File: src/rtl/mem_wb_reg_pkg.sv
// rtl/mem_wb_reg_pkg.sv - shared CPU constants and write-back select encodings
package mem_wb_reg_pkg;

  localparam int DW_DEF    = 32;
  localparam int RAW_DEF   = 5;
  localparam int CNT_W_DEF = 32;

  typedef enum logic [1:0] {
    WB_SEL_ALU = 2'b00,
    WB_SEL_MEM = 2'b01,
    WB_SEL_PC4 = 2'b10,
    WB_SEL_RSV = 2'b11
  } wb_sel_e;

endpackage

File: src/rtl/mem_wb_reg_wb_mux.sv
// rtl/mem_wb_reg_wb_mux.sv - 4:1 MemtoReg write-back select, shared with forwarding
module wb_mux
  import mem_wb_reg_pkg::*;
#(
  parameter int DW = DW_DEF
) (
  input  logic [1:0]    sel_i,
  input  logic [DW-1:0] alu_i,
  input  logic [DW-1:0] mem_i,
  input  logic [DW-1:0] pc4_i,
  output logic [DW-1:0] data_o
);

  // Reserved encoding falls back to the ALU result so the bus never goes X.
  always_comb begin
    data_o = alu_i;
    case (wb_sel_e'(sel_i))
      WB_SEL_MEM: data_o = mem_i;
      WB_SEL_PC4: data_o = pc4_i;
      default:    data_o = alu_i;
    endcase
  end

endmodule

File: src/rtl/mem_wb_reg.sv
// rtl/mem_wb_reg.sv - MEM/WB pipeline register with write-back select and retire counter
module mem_wb_reg
  import mem_wb_reg_pkg::*;
#(
  parameter int DW    = DW_DEF,
  parameter int RAW   = RAW_DEF,
  parameter int CNT_W = CNT_W_DEF
) (
  input  logic             clk,
  input  logic             rst_n,
  input  logic             stall,
  input  logic             flush,
  input  logic             cnt_clr,
  input  logic             MEM_Valid,
  input  logic             MEM_RegWr,
  input  logic [1:0]       MEM_MemtoReg,
  input  logic [RAW-1:0]   MEM_Rd,
  input  logic [DW-1:0]    ALU_OUT,
  input  logic [DW-1:0]    DATAMEM_READ,
  input  logic [DW-1:0]    MEM_PC4,
  output logic             WB_Valid,
  output logic             WB_RegWr,
  output logic [RAW-1:0]   WB_Rd,
  output logic [DW-1:0]    WB_DATA,
  output logic             FWD_En,
  output logic [RAW-1:0]   FWD_Rd,
  output logic [DW-1:0]    FWD_Data,
  output logic [CNT_W-1:0] RETIRE_CNT
);

  logic             valid_q, valid_d;
  logic             regwr_q, regwr_d;
  logic [1:0]       sel_q, sel_d;
  logic [RAW-1:0]   rd_q, rd_d;
  logic [DW-1:0]    alu_q, alu_d;
  logic [DW-1:0]    mem_q, mem_d;
  logic [DW-1:0]    pc4_q, pc4_d;
  logic [CNT_W-1:0] cnt_q, cnt_d;

  always_comb begin
    valid_d = valid_q;
    regwr_d = regwr_q;
    sel_d   = sel_q;
    rd_d    = rd_q;
    alu_d   = alu_q;
    mem_d   = mem_q;
    pc4_d   = pc4_q;
    if (flush) begin
      valid_d = 1'b0;
      regwr_d = 1'b0;
      sel_d   = 2'b00;
      rd_d    = '0;
      alu_d   = '0;
      mem_d   = '0;
      pc4_d   = '0;
    end else if (!stall) begin
      valid_d = MEM_Valid;
      regwr_d = MEM_RegWr & MEM_Valid;
      sel_d   = MEM_MemtoReg;
      rd_d    = MEM_Rd;
      alu_d   = ALU_OUT;
      mem_d   = DATAMEM_READ;
      pc4_d   = MEM_PC4;
    end
  end

  // Clear wins over a same-cycle retire; counter wraps naturally.
  always_comb begin
    cnt_d = cnt_q;
    if (cnt_clr) begin
      cnt_d = '0;
    end else if (MEM_Valid && !stall && !flush) begin
      cnt_d = cnt_q + 1'b1;
    end
  end

  always_ff @(posedge clk or negedge rst_n) begin
    if (!rst_n) begin
      valid_q <= 1'b0;
      regwr_q <= 1'b0;
      sel_q   <= 2'b00;
      rd_q    <= '0;
      alu_q   <= '0;
      mem_q   <= '0;
      pc4_q   <= '0;
      cnt_q   <= '0;
    end else begin
      valid_q <= valid_d;
      regwr_q <= regwr_d;
      sel_q   <= sel_d;
      rd_q    <= rd_d;
      alu_q   <= alu_d;
      mem_q   <= mem_d;
      pc4_q   <= pc4_d;
      cnt_q   <= cnt_d;
    end
  end

  wb_mux #(.DW(DW)) u_wb_mux (
    .sel_i  (sel_q),
    .alu_i  (alu_q),
    .mem_i  (mem_q),
    .pc4_i  (pc4_q),
    .data_o (WB_DATA)
  );

  assign WB_Valid   = valid_q;
  assign WB_RegWr   = valid_q & regwr_q & (rd_q != '0);
  assign WB_Rd      = rd_q;
  assign FWD_En     = WB_RegWr;
  assign FWD_Rd     = rd_q;
  assign FWD_Data   = WB_DATA;
  assign RETIRE_CNT = cnt_q;

endmodule

File: config.mk
export PLATFORM = sky130hd
export DESIGN_NAME = mem_wb_reg
export DESIGN_NICKNAME = d
export VERILOG_FILES = /design/src/rtl/mem_wb_reg_pkg.sv /design/src/rtl/mem_wb_reg_wb_mux.sv /design/src/rtl/mem_wb_reg.sv
export SDC_FILE = /design/constraint.sdc
export NUM_CORES = 1
export LEC_CHECK = 0
export CAP_MARGIN = 40
export CORE_MARGIN = 2
export CORE_UTILIZATION = 50
export DETAILED_ROUTE_END_ITERATION = 7
export PLACE_DENSITY = 0.86
export SYNTH_ARGS = -nofsm -noshare
export SYNTH_HDL_FRONTEND = slang
export SYNTH_SLANG_ARGS = --single-unit
File: constraint.sdc
create_clock -name clk -period 4.8 [get_ports clk]
set_clock_uncertainty 0.2 [all_clocks]
set_input_delay 0.96 -clock clk [delete_from_list [all_inputs] [get_ports clk]]
set_output_delay 0.96 -clock clk [all_outputs]
set_load 0.02 [all_outputs]
Word-level counts from Yosys, hierarchy flattened
Index checks and enable logic that the tools add are counted.
Cells by class
  add/subtract/negate cells: 1
  eq/ne operators: 3
  multiplexer cells: 17
  reduce and logical (&&, ||, !) cells: 6
  bitwise gates (word level): 3
Operators with widths (count)
  $mux 32: 8
  $pmux 32 s2: 1
  $add 32x1->32 const B: 1
  $mux 5: 2
  $reduce_bool 5->1: 1
  $mux 1: 4
  $mux 2: 2
  $and 1x1->1: 3
  $eq 2x1->1 const B: 1
  $eq 2x2->1 const B: 1
  $logic_and 1x1->1: 2
  $logic_not 1->1: 2
  $ne 2x1->1 const B: 1
  $reduce_bool 2->1: 1
Word-level totals
  output and inout port bits: 109
  register bits after elaboration: 137
  word-level logic and storage cells: 38
  bits of input ports: 110

Logic depth before layout (Yosys ltp)
  depth after elaboration: 5
  depth in mapped cells: 7
  mapped depth without buffers: 4

By module
From an unflattened synthesis, not the netlist that was laid out.
Second synthesis, totals
  cell total of the unflattened synthesis: 672
  area, all modules: 6809.0 µm²
Modules (own cells, without submodules)
  mem_wb_reg: area each 6172.2 µm², instances 1, cells an instance 559
  wb_mux: area each 636.9 µm², instances 1, cells an instance 113

Least setup slack after synthesis
Ideal clock, no wire load.
  path type: register to output
  start: register sel_q[0]
  end: output port WB_DATA[16]
  setup slack: 1805 ps
  data arrival time: 1835 ps
  stages on the path, launching flop included: 7
  buffers on the path: 2
  cells stage by stage: dfrtp_1 inv_1 ha_1 clkbuf_1 a22oi_1 o21ai_0 buf_4
On the way
  longest elaborated chain between the ends: 2
  elaborated cells between the ends (all ways): 3
  those cells by class: 2 x eq/ne; 1 x mux
Ends and longest elaborated chain
  start, declared: line mem_wb_reg.sv:33  | logic [1:0] sel_q, sel_d;
  start signal, assigned: line mem_wb_reg.sv:90  | sel_q <= sel_d;
  $eq 2x2->1 or $eq 2x1->1 (tied branches): line mem_wb_reg_wb_mux.sv:17  | case (wb_sel_e'(sel_i))
  $pmux 32 s2 (*): line mem_wb_reg_wb_mux.sv:17
  end, declared: line mem_wb_reg.sv:24  | output logic [DW-1:0] WB_DATA,
Mark *: on every way between the ends. The rest lies on a longest branch, timed or not.

Worst setup path in the final report
  start: register sel_q[0]
  end: output port FWD_Data[30]
On the way
  longest elaborated chain between the ends: 2
  elaborated cells between the ends (all ways): 3
  those cells by class: 2 x eq/ne; 1 x mux
Ends and longest elaborated chain
  $eq 2x2->1 or $eq 2x1->1 (tied branches): line mem_wb_reg_wb_mux.sv:17
  $pmux 32 s2 (*): line mem_wb_reg_wb_mux.sv:17
  end, declared: line mem_wb_reg.sv:27  | output logic [DW-1:0] FWD_Data,
Marked as above.

==> impl_metrics.toml <==
[synth]
synth_seq_area_share_pct = 50.3
synth_cell_type_count = 37
syn_area_um2 = 6810
synth_warnings = 0
synthCells = 674
ys_seq_elements = 137
synth_fp_nets = 787
synth.avg_cell_area_um2 = 10.1

[run_status]
status = "finished clean"

[power_and_ir_drop]
p_total_w = 0.00303
p_seq_share_pct = 40.9
swShare_pct = 24.2
p_int_w = 0.00230
leakage_nw = 4.13
power.switching_w = 0.000732
p_per_area_nw_per_um2 = 321
p_clk_share_pct = 44.0
max-vdd-ir-drop_v = 0.000235
combPwrFrac_pct = 15.1

[finish]
area_delta_synth_final_pct = 38.3
antennaDiodeCount = 0
ff_latch_area_um2 = 3430
fillers = 946
fin_cells = 1021
drive_above_1_share_pct = 5.56
nets = 946
multi_input_area_um2 = 2890

[sta]
rsz0062_at_grt = "false"
fin_tns_setup_ns = 0
slew_headroom_pct = 39.4
finalCritPeriodShare_pct = 84.2
tightestPinTransition_ns = 0.909
slew_viol_final = 0
min_period_ns = 4.04
setup_violations = 0
hold_viol_final = 0
max_freq_mhz = 248

[critical_path]
crit_path_start_kind = "flip-flop"
crit_cells = 6
end_kind = "primary output"
worst_path_largest_cell_delay_ns = 0.77
critPathSlowestCell = "ha_2"
worst-path-max-fanout = 43
rr_worst_depth = 4
path_buf_inv = 3
crit_arrival_ns = 2.88
critPathRequiredTime_ns = 3.64
worst-setup-path-type = "flip-flop to primary output"
crit_chain = "inv_1 > ha_2 > buf_4 > nand2_1 > o21ai_0 > clkdlybuf4s50_1"
cpLargestDelayFamily = "buffers and inverters"

[detailed_routing]
drt-initial-drc-count = 583
drtAntennaViolNets = 0
route.vias.total = 5713
wl_per_cell_um = 17.1
drt-total-wl_um = 17400
route.detailed.drc = 0
via_per_inst = 5.60
dr.pass1.iters = 5

[clock_tree]
ctsResizeCount = 0
path_clk_slew_ns = 0.06
cts_buffer_depth = 2
cts_setup_buffers = 0
cts_sinks = 137
postCtsHoldBufs = 0
clock_latency_ns = 0.41
h-tree-depth = 4
cts_tree = "done"
cts_buffers = 17
root_buffer = "clkbuf_16"

[floorplan]
rows = 42
io_pins = 219
die_x_um = 121
dieArea_um2 = 14600
die_h_um = 121
fp.coreArea_um2 = 13300
start_util_pct = 51.2

[global_route]
overflow = 0
grt_max_degree = 72
groute.usage.overall_pct = 24.7
antenna_found_initial = 0
grt_pass1_vias = 5776
grt_pass1_wl_um = 28300

[flow_run]
maxCapViolations = 0

[placement]
place_inst = 990
port_buffers = 218
hpwlAfterDp_um = 12100
routabilityCongestion = 0.858

[min_path]
hp-class = "input port to asynchronous set/reset pin"
## layer usage
layer  track usage (%)  routed length (um)  vias up
met2              41.6                8840      258
met1              30.0                6860     2780
met3              7.41                1450       27
met4              9.08                 294        0
met5                 0                   0        -
li1                  -                   -     2648
## layout by cell type, fill, tap and decap left out, drive strengths merged, types with 2 or more instances in the layout
cell type,count
or4,12
ha,3
nand3,10
or3,8
nor4,3
inv,4
a22oi,33
xnor2,5
a21oi,19
nand4,9
clkdlybuf4s50,215
nand2,44
clkinv,6
bufinv,3
xor2,6
clkbuf,22
mux2i,104
dfrtp,137
nor2b,2
and4,5
buf,10
and3,5
nor2,119
o31ai,12
o21ai,38
## area by class of cell
cell class / count / share of cell area (%)
Clock buffer: 22 / 5.14
Clock inverter: 9 / 1.27
Inverter: 4 / 0.159
Multi-Input combinational cell: 448 / 30.7
Sequential cell: 137 / 36.4
Tap cell: 176 / 2.34
Timing Repair Buffer: 225 / 24.1
## stage by stage
step	hold slack (ns)	setup slack (ns)	util (%)	area, um^2
final	0.273	0.761	70.9	9430
after CTS	0.274	0.709	70.9	9430
after global placement	0.303	1.23	66.0	8770
after detailed placement	0.313	1.16	66.3	8820
after global routing	0.285	0.539	70.9	9430
after floorplan	0.289	1.81	-	6810
## sequential cells by signal (all words and copies together), names as in the netlist
signal / flops
sel_q: 2
alu_q: 32
WB_Valid: 1
pc4_q: 32
mem_q: 32
RETIRE_CNT: 32
regwr_q: 1
FWD_Rd: 5
## cell families (layout without fill, tap and decap cells)
| kind of cell | after synthesis | in the layout | synth area share [%] |
|---|---|---|---|
| compound gates | 107 | 107 | 9.81 |
| xor+xnor | 11 | 11 | 1.41 |
| fa+ha+maj | 3 | 3 | 0.551 |
| buf+inv | 89 | 260 | 7.29 |
| flops | 137 | 137 | 50.3 |
| mux | 105 | 105 | 15.4 |
| simple gates | 222 | 222 | 15.2 |
## path summary, 6_finish.rpt
check / from / to / slack [ns]
setup / recovery: sel_q[0] / FWD_Data[30] / 0.76
hold / removal: rst_n / alu_q[4] / 0.27
setup reg to reg: RETIRE_CNT[7] / RETIRE_CNT[27] / 2.36
hold reg to reg: alu_q[7] / alu_q[7] / 0.32
max in group asynchronous: rst_n / alu_q[17] / 3.07
min in group clk: alu_q[7] / alu_q[7] / 0.32
## synth_stat cells (all sizes together)
master   instances  share of area [%]
nor3b            1               0.18
o211ai           1               0.11
mux2             1               0.17
or3              8               0.73
nor4             3               0.28
mux2i          104                 15
a22oi           33                3.6
or4             12                1.3
and4bb           1               0.18
ha               3               0.55
nor2b            2               0.18
nand4            9               0.83
o311a            1               0.15
clkbuf          32                1.8
nor3             1              0.073
inv              4               0.22
nand4bb          1               0.40
buf             53                5.3
dfrtp          137                 50
o21ai           38                2.8
o31a             1               0.13
nand2           44                2.4
xnor2            5               0.64
o21ba            1               0.15
and2             1              0.092
nand3           10               0.81
o2111ai          1               0.13
and3             5               0.46
and4             5               0.64
a21oi           19                1.4
o31ai           12                1.3
nor2           119                6.6
xor2             6               0.77
## power groups by stage
stage / Combinational [W] / Clock [W] / Sequential, W
final: 0.000457 / 0.00133 / 0.00124
after CTS: 0.000462 / 0.00135 / 0.00124
after global placement: 0.000445 / 0 / 0.00125
after floorplan: 0.000246 / 0 / 0.00125
after global routing: 0.000492 / 0.00142 / 0.00124
after detailed placement: 0.000459 / 0 / 0.00126
(Power assumes the default switching activity.)
